## src/rtl/pmem_scheduler.sv

```systemverilog
// pmem_scheduler: arbitrates I-cache and D-cache line requests onto a single
// physical-memory port. D wins ties, but only for D_STREAK_MAX consecutive
// grants while I waits; then I is served. One transaction is in flight at a
// time: IDLE -> BUSY_x -> DONE -> IDLE.
module pmem_scheduler #(
  parameter int D_STREAK_MAX = 4,
  parameter int LINE_W       = 256
) (
  input  logic              clk,
  input  logic              rst_n,
  // I-cache side
  input  logic              i_read,
  input  logic              i_write,
  input  logic [31:0]       i_addr,
  input  logic [LINE_W-1:0] i_wdata,
  output logic              i_resp,
  output logic [LINE_W-1:0] i_rdata,
  // D-cache side
  input  logic              d_read,
  input  logic              d_write,
  input  logic [31:0]       d_addr,
  input  logic [LINE_W-1:0] d_wdata,
  output logic              d_resp,
  output logic [LINE_W-1:0] d_rdata,
  // Physical memory side
  output logic              pmem_read,
  output logic              pmem_write,
  output logic [31:0]       pmem_address,
  output logic [LINE_W-1:0] pmem_wdata,
  input  logic              pmem_resp,
  input  logic [LINE_W-1:0] pmem_rdata
);

  localparam logic [1:0] IDLE   = 2'd0;
  localparam logic [1:0] BUSY_I = 2'd1;
  localparam logic [1:0] BUSY_D = 2'd2;
  localparam logic [1:0] DONE   = 2'd3;

  // Streak counter must be able to hold D_STREAK_MAX itself.
  localparam int STREAK_W = (D_STREAK_MAX < 1) ? 1 : $clog2(D_STREAK_MAX + 1);
  localparam logic [STREAK_W-1:0] STREAK_MAX = STREAK_W'(D_STREAK_MAX);

  logic [1:0]          state;
  logic [1:0]          state_nxt;
  logic [STREAK_W-1:0] d_streak;
  logic                served_d;   // transaction in flight belongs to D
  logic                lat_write;
  logic [31:0]         lat_addr;
  logic [LINE_W-1:0]   lat_wdata;
  logic [LINE_W-1:0]   line_q;     // shared read-line register

  logic i_pend;
  logic d_pend;
  logic grant_i;
  logic grant_d;
  logic busy;

  assign i_pend = i_read | i_write;
  assign d_pend = d_read | d_write;
  assign busy   = (state == BUSY_I) || (state == BUSY_D);

  // Arbitration, only in IDLE: D wins ties until its streak allowance is spent.
  always_comb begin
    // NOTE: every combinational output gets a default first, so no path
    // leaves it unassigned and no latch is inferred.
    grant_d = 1'b0;
    grant_i = 1'b0;
    if (state == IDLE) begin
      grant_d = d_pend && !(i_pend && (d_streak == STREAK_MAX));
      grant_i = i_pend && !grant_d;
    end
  end

  // Next-state logic for the single-transaction sequencer.
  always_comb begin
    state_nxt = state;
    case (state)
      IDLE: begin
        if (grant_d)      state_nxt = BUSY_D;
        else if (grant_i) state_nxt = BUSY_I;
      end
      BUSY_I,
      BUSY_D: if (pmem_resp) state_nxt = DONE;
      DONE:   state_nxt = IDLE;
      default: state_nxt = IDLE;
    endcase
  end

  // State register; reset abandons any transaction in flight.
  always_ff @(posedge clk or negedge rst_n) begin
    // NOTE: non-blocking assignments so every register samples pre-edge
    // values, independent of block ordering.
    if (!rst_n) state <= IDLE;
    else        state <= state_nxt;
  end

  // D streak: counts D grants that overtook a waiting I, saturating at max.
  always_ff @(posedge clk or negedge rst_n) begin
    if (!rst_n) begin
      d_streak <= '0;
    end else if (grant_i) begin
      d_streak <= '0;
    end else if (grant_d) begin
      if (!i_pend)                     d_streak <= '0;
      else if (d_streak != STREAK_MAX) d_streak <= d_streak + STREAK_W'(1);
    end
  end

  // Capture the granted command so later requester changes cannot disturb it.
  always_ff @(posedge clk or negedge rst_n) begin
    // NOTE: these wide registers are reset because they drive outputs that
    // must read zero while reset is held.
    if (!rst_n) begin
      lat_addr  <= '0;
      lat_wdata <= '0;
      lat_write <= 1'b0;
      served_d  <= 1'b0;
    end else if (grant_d) begin
      lat_addr  <= d_addr;
      lat_wdata <= d_wdata;
      lat_write <= d_write;   // read+write together resolves to a write
      served_d  <= 1'b1;
    end else if (grant_i) begin
      lat_addr  <= i_addr;
      lat_wdata <= i_wdata;
      lat_write <= i_write;
      served_d  <= 1'b0;
    end
  end

  // Capture returned line on completion; responses outside BUSY are ignored.
  always_ff @(posedge clk or negedge rst_n) begin
    if (!rst_n)                line_q <= '0;
    else if (busy && pmem_resp) line_q <= pmem_rdata;
  end

  assign pmem_read    = busy & ~lat_write;
  assign pmem_write   = busy &  lat_write;
  assign pmem_address = lat_addr;
  assign pmem_wdata   = lat_wdata;

  assign i_resp  = (state == DONE) & ~served_d;
  assign d_resp  = (state == DONE) &  served_d;
  assign i_rdata = line_q;
  assign d_rdata = line_q;

endmodule

```

## config.mk

```make
export PLATFORM = sky130hd
export DESIGN_NAME = pmem_scheduler
export DESIGN_NICKNAME = d
export VERILOG_FILES = /design/src/rtl/pmem_scheduler.sv
export SDC_FILE = /design/constraint.sdc
export NUM_CORES = 1
export LEC_CHECK = 0
export ABC_CLOCK_PERIOD_IN_PS = 4200
export CAP_MARGIN = 20
export CORE_AREA = 3 3 643 645
export CTS_BUF_LIST = sky130_fd_sc_hd__clkbuf_2
export DETAILED_ROUTE_END_ITERATION = 12
export DIE_AREA = 0 0 646 648
export PLACE_DENSITY = 0.35
export REMOVE_ABC_BUFFERS = 1
export SYNTH_ARGS = -nofsm -noshare
export SYNTH_HDL_FRONTEND = slang
export SYNTH_SLANG_ARGS = --single-unit
```

## constraint.sdc

```tcl
create_clock -name clk -period 4.2 [get_ports clk]
set_input_delay 0.42 -clock clk [delete_from_list [all_inputs] [get_ports clk]]
set_output_delay 0.42 -clock clk [all_outputs]
set_load 0.005 [all_outputs]
```

==> impl_results.html <==
<table>
<tr><th>Metric</th><th>Value</th></tr>
<tr><th colspan="2">Status</th></tr>
<tr><td>Status</td><td>complete, no violations</td></tr>
<tr><th colspan="2">Final layout</th></tr>
<tr><td>Proportion of layout cells with a drive suffix above 1</td><td>11.0%</td></tr>
<tr><td>Area added between synthesis and finish</td><td>151%</td></tr>
<tr><td>Filler cell count in the final layout</td><td>around 46k</td></tr>
<tr><td>Count of nets after finishing</td><td>6601</td></tr>
<tr><th colspan="2">Global routing</th></tr>
<tr><td>Global-route wire length before repair</td><td>360 mm</td></tr>
<tr><td>Via count of the first global-routing pass</td><td>36.1k</td></tr>
<tr><td>Total gr overflow</td><td>0</td></tr>
<tr><td>Largest net degree at the start of global routing</td><td>264</td></tr>
<tr><td>Total GRT Usage</td><td>around an eighth</td></tr>
<tr><td>Initial antenna violation count</td><td>78</td></tr>
<tr><th colspan="2">Worst setup path</th></tr>
<tr><td>Kind of cell adding the most delay to the critical path</td><td>buffers and inverters</td></tr>
<tr><td>Chain of cells forming the critical path</td><td>clkdlybuf4s50_1</td></tr>
<tr><td>Delay of the slowest critical-path stage</td><td>1000 ps</td></tr>
<tr><td>FF-to-FF End</td><td>pmem_address[28]</td></tr>
<tr><td>Startpoint-to-endpoint class of the critical path</td><td>reg -&gt; out</td></tr>
<tr><td>Depth of the worst register-to-register path</td><td>7</td></tr>
<tr><td>Critical Path End Type</td><td>primary output</td></tr>
<tr><td>Crit path DAT</td><td>3220 ps</td></tr>
<tr><td>Crit start category</td><td>flip-flop</td></tr>
<tr><td>Worst endpoint required time</td><td>3780 ps</td></tr>
<tr><td>Worst Path Buf+Inv</td><td>1</td></tr>
<tr><td>Worst flop-to-flop path startpoint</td><td>state[0]</td></tr>
<tr><td>Cell with the largest stage delay on the worst path</td><td>sky130_fd_sc_hd__clkdlybuf4s50_1</td></tr>
<tr><td>Slack of the worst reg-to-reg path</td><td>approximately 690 ps</td></tr>
<tr><td>Largest fanout on the critical path</td><td>3</td></tr>
<tr><th colspan="2">Routing</th></tr>
<tr><td>Vias/cell</td><td>~3.0</td></tr>
<tr><td>Detailed Routing Iterations Pass 1</td><td>6</td></tr>
<tr><td>Violation count after the first detailed-routing iteration</td><td>1670</td></tr>
<tr><td>Residual antenna-violating net count after detailed routing</td><td>0</td></tr>
<tr><td>Average wire per standard cell</td><td>24.9 um</td></tr>
<tr><td>DR vias</td><td>33.8k</td></tr>
<tr><td>WL final</td><td>between 200 and 300 mm</td></tr>
<tr><td>DRC violations left</td><td>0</td></tr>
<tr><th colspan="2">Synthesis</th></tr>
<tr><td>Total number of yosys warnings</td><td>0</td></tr>
<tr><td>Synthesized netlist cell count</td><td>2449</td></tr>
<tr><td>Fraction of the yosys area taken by sequential cells</td><td>between 50% and 60%</td></tr>
<tr><td>Area share of the largest cell type after synthesis</td><td>50.3%</td></tr>
<tr><td>Per-instance average area after synthesis</td><td>11.2 um^2</td></tr>
<tr><td>Biggest area contributors in the synthesized netlist</td><td>sky130_fd_sc_hd__dfrtp_1 (50%), sky130_fd_sc_hd__nor2b_1 (13%), sky130_fd_sc_hd__mux2_2 (11%)</td></tr>
<tr><td>Number of flip-flops and latches in the synthesized netlist</td><td>between 500 and 600</td></tr>
<tr><td>Yosys top cell by area</td><td>sky130_fd_sc_hd__dfrtp_1</td></tr>
<tr><td>Synth unique cells</td><td>33</td></tr>
<tr><td>Cell area after technology mapping</td><td>0.0274 mm^2</td></tr>
<tr><th colspan="2">STA</th></tr>
<tr><td>Hold WS</td><td>516 ps</td></tr>
<tr><td>Post-layout min period</td><td>3640 ps</td></tr>
<tr><td>Clock skew after layout</td><td>369 ps</td></tr>
<tr><td>Fin. Hold Viols</td><td>0</td></tr>
<tr><td>Worst Slack Setup Final</td><td>558 ps</td></tr>
<tr><td>Slew at the pin with the worst max-slew slack</td><td>1320 ps</td></tr>
<tr><td>Fraction of the cycle the final worst path needs</td><td>86.7%</td></tr>
<tr><td>Number of max-slew violations in the final report</td><td>0</td></tr>
<tr><td>Worst max-slew margin expressed relative to the limit</td><td>12.3%</td></tr>
<tr><td>Setup_tns</td><td>0 ps</td></tr>
<tr><td>FMAX</td><td>275 MHz</td></tr>
<tr><td>Final Setup Violations</td><td>0</td></tr>
<tr><td>Unrepaired setup endpoints after global routing</td><td>false</td></tr>
<tr><th colspan="2">CTS</th></tr>
<tr><td>CTS Root Cell</td><td>sky130_fd_sc_hd__clkbuf_2</td></tr>
<tr><td>Post-CTS setup buffer count</td><td>0</td></tr>
<tr><td>Max Buffers Root-to-Sink</td><td>4</td></tr>
<tr><td>Latest clock arrival within the worst-skew pair</td><td>1790 ps</td></tr>
<tr><td>Number of sinks handled by clock tree synthesis</td><td>approximately 550</td></tr>
<tr><td>Total clock buffers created by CTS</td><td>around 190</td></tr>
<tr><td>Clock tree from TritonCTS</td><td>yes</td></tr>
<tr><td>Clock-pin transition on the worst setup and hold timing paths</td><td>100 ps</td></tr>
<tr><td>H-tree depth</td><td>4</td></tr>
<tr><th colspan="2">Pwr</th></tr>
<tr><td>Clock power frac</td><td>11.2%</td></tr>
<tr><td>Power per Cell Area</td><td>~650 mW/mm^2</td></tr>
<tr><td>Int Pwr</td><td>0.0253 W</td></tr>
<tr><td>Lkg Pwr</td><td>between 20 and 30 nW</td></tr>
<tr><td>Worst-case vdd ir drop</td><td>between 0.0004 and 0.0005 V</td></tr>
<tr><td>Overall Power</td><td>around 0.045 W</td></tr>
<tr><td>Net Sw Frac</td><td>43.2%</td></tr>
<tr><td>P_sw</td><td>between 0.015 and 0.02 W</td></tr>
<tr><td>Share of total power in combinational logic</td><td>63.9%</td></tr>
<tr><td>Sequential Power Share</td><td>around a quarter</td></tr>
<tr><th colspan="2">Floorplanning</th></tr>
<tr><td>Area of the die</td><td>0.419 mm^2</td></tr>
<tr><td># rows</td><td>235</td></tr>
<tr><td>Starting density of the core</td><td>roughly 6.7%</td></tr>
<tr><td>Chip height</td><td>about 650 um</td></tr>
<tr><td>Horiz. Die Dim</td><td>646 um</td></tr>
<tr><td>Top Ports</td><td>1643</td></tr>
<tr><td>CORE AREA</td><td>0.409 mm^2</td></tr>
<tr><th colspan="2">Placement</th></tr>
<tr><td>HPWL after detailed placement</td><td>230 mm</td></tr>
<tr><td>Buffers added on ports</td><td>1642</td></tr>
<tr><td>Post-placement worst setup slack</td><td>roughly 1300 ps</td></tr>
<tr><td>Gpl congestion</td><td>around 0.87</td></tr>
<tr><th colspan="2">Min path</th></tr>
<tr><td>Worst min-delay path class</td><td>in -&gt; reg</td></tr>
<tr><td>Hold Path Cell Cnt</td><td>4</td></tr>
<tr><td>Hold Crit Start</td><td>pmem_rdata[159]</td></tr>
<tr><td>Terminating pin of the worst hold path</td><td>d_rdata[159]</td></tr>
<tr><th colspan="2">Run</th></tr>
<tr><td>Count of max-cap constraint violations</td><td>0</td></tr>
</table>
-- logic make-up (layout without fill, tap and decap cells) --
| group | count (synthesis) | in the layout | share of synthesized area [%] |
|---|---|---|---|
| flip-flops | 551 | 551 | 50.3 |
| multiplexers | 259 | 259 | 10.6 |
| other | 0 | 45 | 0 |
| AND/OR/NAND/NOR | 882 | 882 | 17.5 |
| adder cells (fa/ha/maj) | 5 | 5 | 0.228 |
| buffers and inverters | 450 | 3873 | 10.7 |
| AO/OA/AOI/OAI | 302 | 302 | 10.6 |
-- routing by layer --
metal  global-route usage (%)  wire, um  vias to the layer above
li1                         -         -                    14958
met1                     13.7    103000                    17022
met2                     23.5    145000                     1419
met3                     4.38     22500                      392
met4                     4.92     12200                       28
met5                        0       174                        -
-- state kept, by name (all words and copies together), names as in the netlist --
signal / flops
served_d: 1
d_streak: 3
pmem_wdata: 256
lat_write: 1
state: 2
pmem_address: 32
d_rdata: 256
-- synth_stat cells --
master	n
sky130_fd_sc_hd__nor2b_1	577
sky130_fd_sc_hd__dfrtp_1	551
sky130_fd_sc_hd__nor2_1	290
sky130_fd_sc_hd__buf_4	264
sky130_fd_sc_hd__mux2_2	258
sky130_fd_sc_hd__a221oi_1	247
sky130_fd_sc_hd__clkbuf_1	80
sky130_fd_sc_hd__buf_2	78
sky130_fd_sc_hd__a221oi_2	41
sky130_fd_sc_hd__buf_6	20
sky130_fd_sc_hd__inv_1	7
sky130_fd_sc_hd__ha_1	5
sky130_fd_sc_hd__nand2_1	4
sky130_fd_sc_hd__a22o_1	3
sky130_fd_sc_hd__o32ai_1	3
sky130_fd_sc_hd__and2_1	2
sky130_fd_sc_hd__nand2b_1	2
sky130_fd_sc_hd__nand3_1	2
sky130_fd_sc_hd__a21oi_4	1
sky130_fd_sc_hd__a31oi_1	1
sky130_fd_sc_hd__a32oi_1	1
sky130_fd_sc_hd__clkbuf_4	1
sky130_fd_sc_hd__mux2i_1	1
sky130_fd_sc_hd__nor2_2	1
sky130_fd_sc_hd__nor2_4	1
sky130_fd_sc_hd__nor3_1	1
sky130_fd_sc_hd__nor3b_1	1
sky130_fd_sc_hd__o211a_4	1
sky130_fd_sc_hd__o211ai_1	1
sky130_fd_sc_hd__o21ai_0	1
sky130_fd_sc_hd__o31ai_1	1
sky130_fd_sc_hd__o41a_1	1
sky130_fd_sc_hd__or2_1	1
-- cell usage in the layout (no fill, tap or decap), drive strengths merged, types with 2 or more instances in the layout --
cell type,count
dlygate4sd3,1871
clkdlybuf4s50,1629
nor2b,577
dfrtp,551
nor2,292
a221oi,288
clkbuf,267
mux2,258
buf,57
diode,45
clkinv,27
inv,11
dlygate4sd2,5
ha,5
bufinv,4
nand2,4
a22o,3
o32ai,3
and2,2
nand3,2
nand2b,2
clkinvlp,2
-- power groups by stage --
stage          Combinational [W]  Sequential [W]  Clock [W]
6_report                  0.0285          0.0111    0.00501
5_1_grt                   0.0305          0.0114    0.00567
4_1_cts                   0.0292          0.0111    0.00545
3_5_place_dp              0.0243          0.0111          0
3_3_place_gp              0.0242          0.0111          0
2_1_floorplan            0.00630          0.0101          0
-- final cells by class --
class                      count  area [um^2]  share of cell area [%]
antenna                       45          113                   0.164
clock buffer                 267         1340                    1.94
clock inverter                37          274                   0.398
inverter                       7         26.3                  0.0382
multi-input combinational   1448        10700                    15.5
sequential                   551        13800                    20.0
tap                         5451         6820                    9.90
timing repair buffer        3562        35800                    52.0
-- worst max path at each step --
stage,from,endpoint,slack (ps),cells past startpoint
CTS,state[1],d_resp,0.3,3
global route,state[1],pmem_read,220,5
finish,d_rdata[87],d_rdata[87],560,1
global placement,d_write,pmem_address[4],1310,6
floorplan,state[0],d_streak[2],-9270,4
detailed placement,d_write,pmem_address[4],1300,6
-- stage by stage --
step | util (%) | area [um^2] | instances
2_1_floorplan | - | 24500 | 2006
4_1_cts | 16.8 | 68700 | 11323
3_3_place_gp | 11.8 | 48400 | 9147
5_1_grt | 16.8 | 68800 | 11342
3_5_place_dp | 11.8 | 48400 | 9147
6_report | 16.8 | 68900 | 11368
-- what timing repair did --
action / in CTS / in global routing
setup endpoints to repair: 6 / 0
hold buffers: 1872 / 0
gates resized for setup: 9 / 0
hold endpoints to repair: 1102 / 0
Note: power is estimated with default switching activity, not from simulation.
